<file path="config.mk">
export PLATFORM = sky130hd
export DESIGN_NAME = rc4_message_readout_flat
export DESIGN_NICKNAME = d
export VERILOG_FILES = /design/src/rtl/rc4_message_readout_if.sv /design/src/rtl/rc4_message_readout.sv /design/src/flat_wrapper.sv
export SDC_FILE = /design/constraint.sdc
export NUM_CORES = 1
export LEC_CHECK = 0
export BUFFER_PORTS_ARGS = -buffer_cell sky130_fd_sc_hd__buf_4
export CORE_MARGIN = 4
export CORE_UTILIZATION = 35
export CTS_CLUSTER_DIAMETER = 100
export DETAILED_ROUTE_END_ITERATION = 10
export PLACE_DENSITY = 0.7
export SKIP_LAST_GASP = 1
export SYNTH_ARGS = -nofsm -noshare
export SYNTH_HDL_FRONTEND = slang
export SYNTH_SLANG_ARGS = --single-unit
</file>
<file path="constraint.sdc">
create_clock -name clk -period 2.4 [get_ports clk]
set_input_delay 0.12 -clock clk [delete_from_list [all_inputs] [get_ports clk]]
set_output_delay 0.12 -clock clk [all_outputs]
set_load 0.05 [all_outputs]
</file>
<file path="src/rtl/rc4_message_readout_if.sv">
// rtl/rc4_message_readout_if.sv - byte stream from the message readout toward the display/UART sink
interface rc4_message_readout_if;
  logic [7:0] out_data;
  logic       out_valid;
  logic       out_ready;

  modport master (output out_data, output out_valid, input out_ready);
  modport slave  (input out_data, input out_valid, output out_ready);
endinterface

</file>
<file path="src/rtl/rc4_message_readout.sv">
// rtl/rc4_message_readout.sv - latches the RC4 search result and streams the decrypted message from d_mem
module rc4_message_readout #(
  parameter int MSG_LEN    = 32,
  parameter int ADDR_WIDTH = 8
) (
  input  logic                  clk,
  input  logic                  reset,
  input  logic                  start,
  input  logic                  key_found,
  input  logic [23:0]           secret_key,
  output logic [ADDR_WIDTH-1:0] d_mem_addr,
  input  logic [7:0]            d_mem_data_out,
  rc4_message_readout_if.master out_if,
  output logic [23:0]           key_out,
  output logic                  busy,
  output logic                  done,
  output logic                  msg_ok
);

  typedef enum logic [2:0] {IDLE, READ, WAIT, SEND, DONE} state_t;

  localparam logic [ADDR_WIDTH-1:0] LAST_IDX = ADDR_WIDTH'(MSG_LEN - 1);

  state_t                state;
  logic [ADDR_WIDTH-1:0] idx;
  logic                  start_d;
  logic                  start_rise;
  logic                  byte_ok;

  assign start_rise = start && !start_d;
  assign byte_ok    = (d_mem_data_out == 8'h20) ||
                      ((d_mem_data_out >= 8'h61) && (d_mem_data_out <= 8'h7A));

  // start_d comes out of reset high so a done flag already up at reset release is not an edge.
  always_ff @(posedge clk or posedge reset) begin
    if (reset) begin
      state            <= IDLE;
      start_d          <= 1'b1;
      idx              <= '0;
      d_mem_addr       <= '0;
      out_if.out_data  <= 8'h00;
      out_if.out_valid <= 1'b0;
      key_out          <= 24'h000000;
      busy             <= 1'b0;
      done             <= 1'b0;
      msg_ok           <= 1'b0;
    end else begin
      start_d <= start;
      case (state)
        IDLE: begin
          if (start_rise) begin
            key_out <= secret_key;
            if (key_found) begin
              idx        <= '0;
              d_mem_addr <= '0;
              msg_ok     <= 1'b1;
              busy       <= 1'b1;
              state      <= READ;
            end else begin
              msg_ok <= 1'b0;
              done   <= 1'b1;
              state  <= DONE;
            end
          end
        end
        READ: state <= WAIT;
        WAIT: begin
          out_if.out_data  <= d_mem_data_out;
          out_if.out_valid <= 1'b1;
          if (!byte_ok) msg_ok <= 1'b0;
          state <= SEND;
        end
        SEND: begin
          if (out_if.out_ready) begin
            out_if.out_valid <= 1'b0;
            if (idx == LAST_IDX) begin
              busy  <= 1'b0;
              done  <= 1'b1;
              state <= DONE;
            end else begin
              idx        <= idx + 1'b1;
              d_mem_addr <= idx + 1'b1;
              state      <= READ;
            end
          end
        end
        DONE: state <= DONE;
        default: state <= IDLE;
      endcase
    end
  end

endmodule

</file>
<file path="src/flat_wrapper.sv">
// flat-port wrapper written by rule: the top's interface ports become plain ports
module rc4_message_readout_flat 
#(
  parameter int MSG_LEN    = 32,
  parameter int ADDR_WIDTH = 8
)
  (clk, reset, start, key_found, secret_key, d_mem_addr, d_mem_data_out, key_out, busy, done, msg_ok, out_if_out_data, out_if_out_valid, out_if_out_ready);
  rc4_message_readout_if out_if_i ();
  input  logic clk;
  input  logic reset;
  input  logic start;
  input  logic key_found;
  input  logic [23:0] secret_key;
  output logic [ADDR_WIDTH-1:0] d_mem_addr;
  input  logic [7:0] d_mem_data_out;
  output logic [23:0] key_out;
  output logic busy;
  output logic done;
  output logic msg_ok;
  output wire logic [$bits(out_if_i.out_data)-1:0] out_if_out_data;
  output wire logic [$bits(out_if_i.out_valid)-1:0] out_if_out_valid;
  input wire logic [$bits(out_if_i.out_ready)-1:0] out_if_out_ready;
  assign out_if_out_data = out_if_i.out_data;
  assign out_if_out_valid = out_if_i.out_valid;
  assign out_if_i.out_ready = out_if_out_ready;
  rc4_message_readout #(.MSG_LEN(MSG_LEN), .ADDR_WIDTH(ADDR_WIDTH)) u_core (.clk(clk), .reset(reset), .start(start), .key_found(key_found), .secret_key(secret_key), .d_mem_addr(d_mem_addr), .d_mem_data_out(d_mem_data_out), .out_if(out_if_i), .key_out(key_out), .busy(busy), .done(done), .msg_ok(msg_ok));
endmodule
</file>
; ---- Word level (Yosys, flattened, before mapping)
; Index checks and enable logic that the tools add are counted.
[op_classes]
n_addsub = 1
magnitude_cmp = 2
n_eq_ne = 13
n_mux = 26
n_reduce_logical = 15
[op_table]
columns = op, count
row1 = two-way mux 8 bit, 4
row2 = one-hot mux 8 bit (2 select lines), 1
row3 = one-hot mux 3 bit (5 select lines), 1
row4 = AND reduction 5 bit, 3
row5 = two-way mux 1 bit, 12
row6 = two-way mux 3 bit, 4
row7 = != test 2 bit (second input constant), 5
row8 = adder 8 x 1 -> 8 bit (second input constant), 1
row9 = == test 8 x 5 -> 1 bit (second input constant), 1
row10 = == test 8 x 6 -> 1 bit (second input constant), 1
row11 = >= comparator 8 x 7 -> 1 bit (second input constant), 1
row12 = less-or-equal comparator 8 x 7 -> 1 bit (second input constant), 1
row13 = one-hot mux 1 bit (2 select lines), 4
row14 = == test 3 x 2 -> 1 bit (second input constant), 2
row15 = AND reduction 2 bit, 3
row16 = nonzero test 2 bit, 3
row17 = != test 2 x 1 -> 1 bit (second input constant), 2
row18 = == test 3 x 1 -> 1 bit (second input constant), 1
row19 = == test 3 bit (second input constant), 1
row20 = logical NOT 3 bit, 1
row21 = AND reduction 3 bit, 1
row22 = logical AND 1 bit, 2
row23 = logical NOT 1 bit, 1
row24 = logical OR 1 bit, 1
[totals]
reg_bits = 48
in_bits = 37
out_inout_bits = 44
wordCells = 66

; ---- Logic depth before layout (Yosys ltp)
[logic_depth]
ltp_word = 5
ltp_mapped = 7
depth_no_buf = 5

; ---- Least setup slack after synthesis
; No wires, ideal clock.
[synth_path]
path_type = register to register
startpoint = register u_core.idx[0]
endpoint = register u_core.idx[3]
setup_time_ns = 0.077
arrival_time_ns = 2.109
required_time_ns = 2.323
slack_ns = 0.213
stages_incl_launch_ff = 8
path_buffers = 2
period_less_slack_ns = 2.187
cell_sequence = dfrtp_1 > ha_1 > and4_1 > clkbuf_1 > and3_1 > clkbuf_1 > or4_1 > a21oi_1
[synth_between]
elab_chain_len = 4
elab_cells_between_ends = 7
cone_classes = add/sub: 1 / eq/ne: 2 / mux: 3 / reduce/logical: 1
[synth_rtl]
columns = item, line
row1 = from (decl), rc4_message_readout.sv:25  ; logic [ADDR_WIDTH-1:0] idx;
row2 = from (signal assigned), rc4_message_readout.sv:81  ; idx <= idx + 1'b1;
row3 = adder 8 x 1 -> 8 bit, rc4_message_readout.sv:81
row4 = two-way mux 8 bit, rc4_message_readout.sv:76  ; if (idx == LAST_IDX) begin
row5 = two-way mux 8 bit, rc4_message_readout.sv:74  ; if (out_if.out_ready) begin
row6 = one-hot mux 8 bit (2 select lines), rc4_message_readout.sv:49  ; case (state)
; Several ways; a longest one is shown, not always the timed one. The select of a mux whose other input is x is not followed.
; A chain may end at the register's enable or synchronous reset.

; ---- Worst setup path after layout
[layout_path]
startpoint = input start
endpoint = register u_core.idx[5]
[layout_between]
elab_chain_len = 3
[layout_rtl]
columns = item, line
row1 = from (decl), flat_wrapper.sv:11  ; input logic start;
row2 = logical AND 1 bit, rc4_message_readout.sv:30  ; assign start_rise = start && !start_d;
row3 = != test 2 x 1 -> 1 bit (no source line), -
row4 = AND reduction 5 bit (no source line), -
; Every way passes these cells.

==> results.md <==
* Status: complete, but fails checks
* Failing checks: negative hold slack
* Core Region at 5640 um2
* Initial antenna violation count at 0
* PwrDens at 1530 nW/um2
* Hold crit path type: in2async
* Final WS setup at 325 ps
* Setup TNS at 0 ps
* Post-CTS Setup Repair Bufs at 0
* FFs w/ async S/R, synth at 100%
* Fmax at 0.482 GHz
* Yosys cell types at 39
* Post-DRT Antenna Nets at 0
* Clk_lat worst skew at 300 ps
* Detailed-route via count at 1671
* Drc violations at 0
* Worst r2r src: u_core.state[0]
* Mapped Nets at 206
* RSZ-0062 raised after global routing: false
* Synth top cells by count: 47 x dfrtp_1, 32 x mux2_2, 7 x a21oi_1, 7 x nor2_1
* Leak at 1.35 nW
* Final WL at 4670 um
* Maximum vdd drop at 0.757 mV
* Vias in the first global route at 1698
* Slew HR at 60.0%
* Yosys top cell by area: dfrtp_1
* Worst Path Max Fanout at 7
* Crit Reg-Reg Endpoint: u_core.idx[5]
* Chip Width at 85.3 um
* Final setup viols at 0
* Worst-margin pin slew at 600 ps
* Critical path data required time at 2620 ps
* Routed length per instance at 14.3 um
* GRT Util Overall at 13.0%
* Final min period at 2080 ps
* GP Congestion at 0.767
* Worst reg-to-reg path cell count at 4
* Full die area at 7270 um2
* Setup crit end kind: flip-flop
* Root Driver: clkbuf_8
* Clock Tree Buf Depth at 2
* N_diodes at 0
* Worst Skew at 7.04 ps
* Fin. Hold Viols at 33
* Cells after Synth at 168
* Synth warn at 0
* Initial DRC count at 69
* Num Clock Sinks at 48
* Detailed Place HPWL at 3500 um
* Num CTS Buffers at 5
* Area contributors post-synth: dfrtp_1 56%, mux2_2 17%, o31ai_1 1.8%, a21oi_1 1.7%, nand3_1 1.4%
* Chip height at 85.3 um
* GRT overflow at 0
* Setup slack, reg-to-reg at 330 ps
* CTS tree: built
* Register area share after synthesis at 57.5%
* Synth top area share at 56.3%
* Starting Density at 37.1%
* H-tree depth at 2
* Worst path arrival time at 2300 ps
* Via/cell ratio at 5.13
* First drt pass iteration count at 4
* Global-route wire length before repair at 7820 um
* Most common cell in the netlist: dfrtp_1
* Share of layout cells above drive strength 1 at 51.2%
* Boundary Pins at 81
* Post-synth top flop: dfrtp_1
* Hold_ws at -30.0 ps
* Pre-CTS WS at 355 ps
* EDFF count, synth at 0
* Layout fillers at 516
* # port buffers at 80
* Worst-path clk slew at 90 ps
* Largest net degree at the start of global routing at 49
* Yosys reg bits at 48
* Layout area overhead at 39.9%
* Crit path kind: in2reg
* Max-Cap Viols at 0
* Worst Setup Start Kind: primary input
* Max-slew violations at 0
* Syn Area/Cell at 12.4 um2
* Crit share post-route at 86.5%
* Placement row count at 27
* Fin nets at 291
* Mapped cell area at 2090 um2
==> worst max-delay path by stage <==
stage / from / endpoint / slack [ps] / cells after the start
floorplan: u_core.idx[0] / u_core.idx[3] / 210 / 7
global placement: u_core.state[0] / u_core.idx[3] / 390 / 4
detailed placement: u_core.state[0] / u_core.idx[5] / 350 / 4
CTS: u_core.state[0] / u_core.idx[5] / 330 / 4
global route: start / u_core.msg_ok / 250 / 7
finish: start / u_core.idx[5] / 320 / 6
==> kinds of logic (layout without fill, tap and decap cells) <==
group | after synthesis | count (layout) | share of synthesized area [%]
mux | 32 | 32 | 17.2
fa+ha+maj | 1 | 1 | 0.598
simple gates | 40 | 40 | 11.1
flops | 48 | 48 | 57.5
buf+inv | 12 | 98 | 2.27
compound gates | 35 | 35 | 11.3
==> worst max-delay path: stages <==
cell and delay (ps):
dlygate4sd3_1 530, buf_4 110, or4b_4 470, a211o_1 390, or4_1 520, a21oi_1 150
==> sequential cells by signal, indices dropped and copies added (netlist names) <==
register                 count
u_core.msg_ok                1
u_core.done                  1
u_core.out_if.out_valid      1
u_core.start_d               1
u_core.busy                  1
u_core.idx                   8
u_core.out_if.out_data       8
u_core.state                 3
u_core.key_out              24
==> layout by cell type, fill, tap and decap left out, types with 2 or more instances in the layout <==
cell,synthesis,routed
nand3b_1,2,2
o21ai_1,2,2
and3_1,2,2
nor3_1,3,3
nand3_1,6,6
dfrtp_1,47,47
buf_4,0,86
inv_1,3,2
o31ai_1,5,5
nand2_1,6,6
a21boi_0,2,2
clkbuf_8,0,6
mux2_2,32,32
a21o_1,4,4
or4_1,4,4
a21oi_1,7,7
and4_1,2,2
o21ai_0,6,6
nor2_1,7,6
==> through the flow <==
stage	cell area [um2]	hold WS, ps	util (%)	total power [mW]	cells
detailed placement	2790	251	49.5	3.92	317
floorplan	2090	124	-	3.13	168
CTS	2920	0.989	51.8	4.53	326
global route	2920	23.7	51.8	4.74	326
global placement	2790	244	49.5	3.87	317
finish	2920	-30.0	51.8	4.48	326
==> power breakdown <==
part	total [mW]	internal [mW]	switching [mW]	leakage, nW
Sequential	1.37	1.15	0.215	0.580
Combinational	2.50	0.873	1.63	0.711
Clock	0.604	0.341	0.263	0.0614
==> final cells by class <==
class | count | area [um2] | share of cell area, %
well taps | 72 | 90.1 | 3.08
flip-flops and latches | 48 | 1200 | 41.1
inverters | 3 | 11.3 | 0.385
clock inverters | 2 | 38.8 | 1.33
clock buffers | 6 | 82.6 | 2.82
repair buffers | 87 | 656 | 22.4
multi-input cells | 108 | 843 | 28.8
==> routing by layer <==
metal,wire [um],vias up,GRT usage [%]
li1,-,791,-
met1,1970,815,16.4
met4,35,0,2.59
met5,0,-,0
met2,2230,60,21.4
met3,436,5,5.05
==> what timing repair did <==
item,in CTS,in global routing
hold endpoints to repair,1,0
hold buffers,1,0
gates resized for setup,0,0
(Power assumes the default switching activity.)
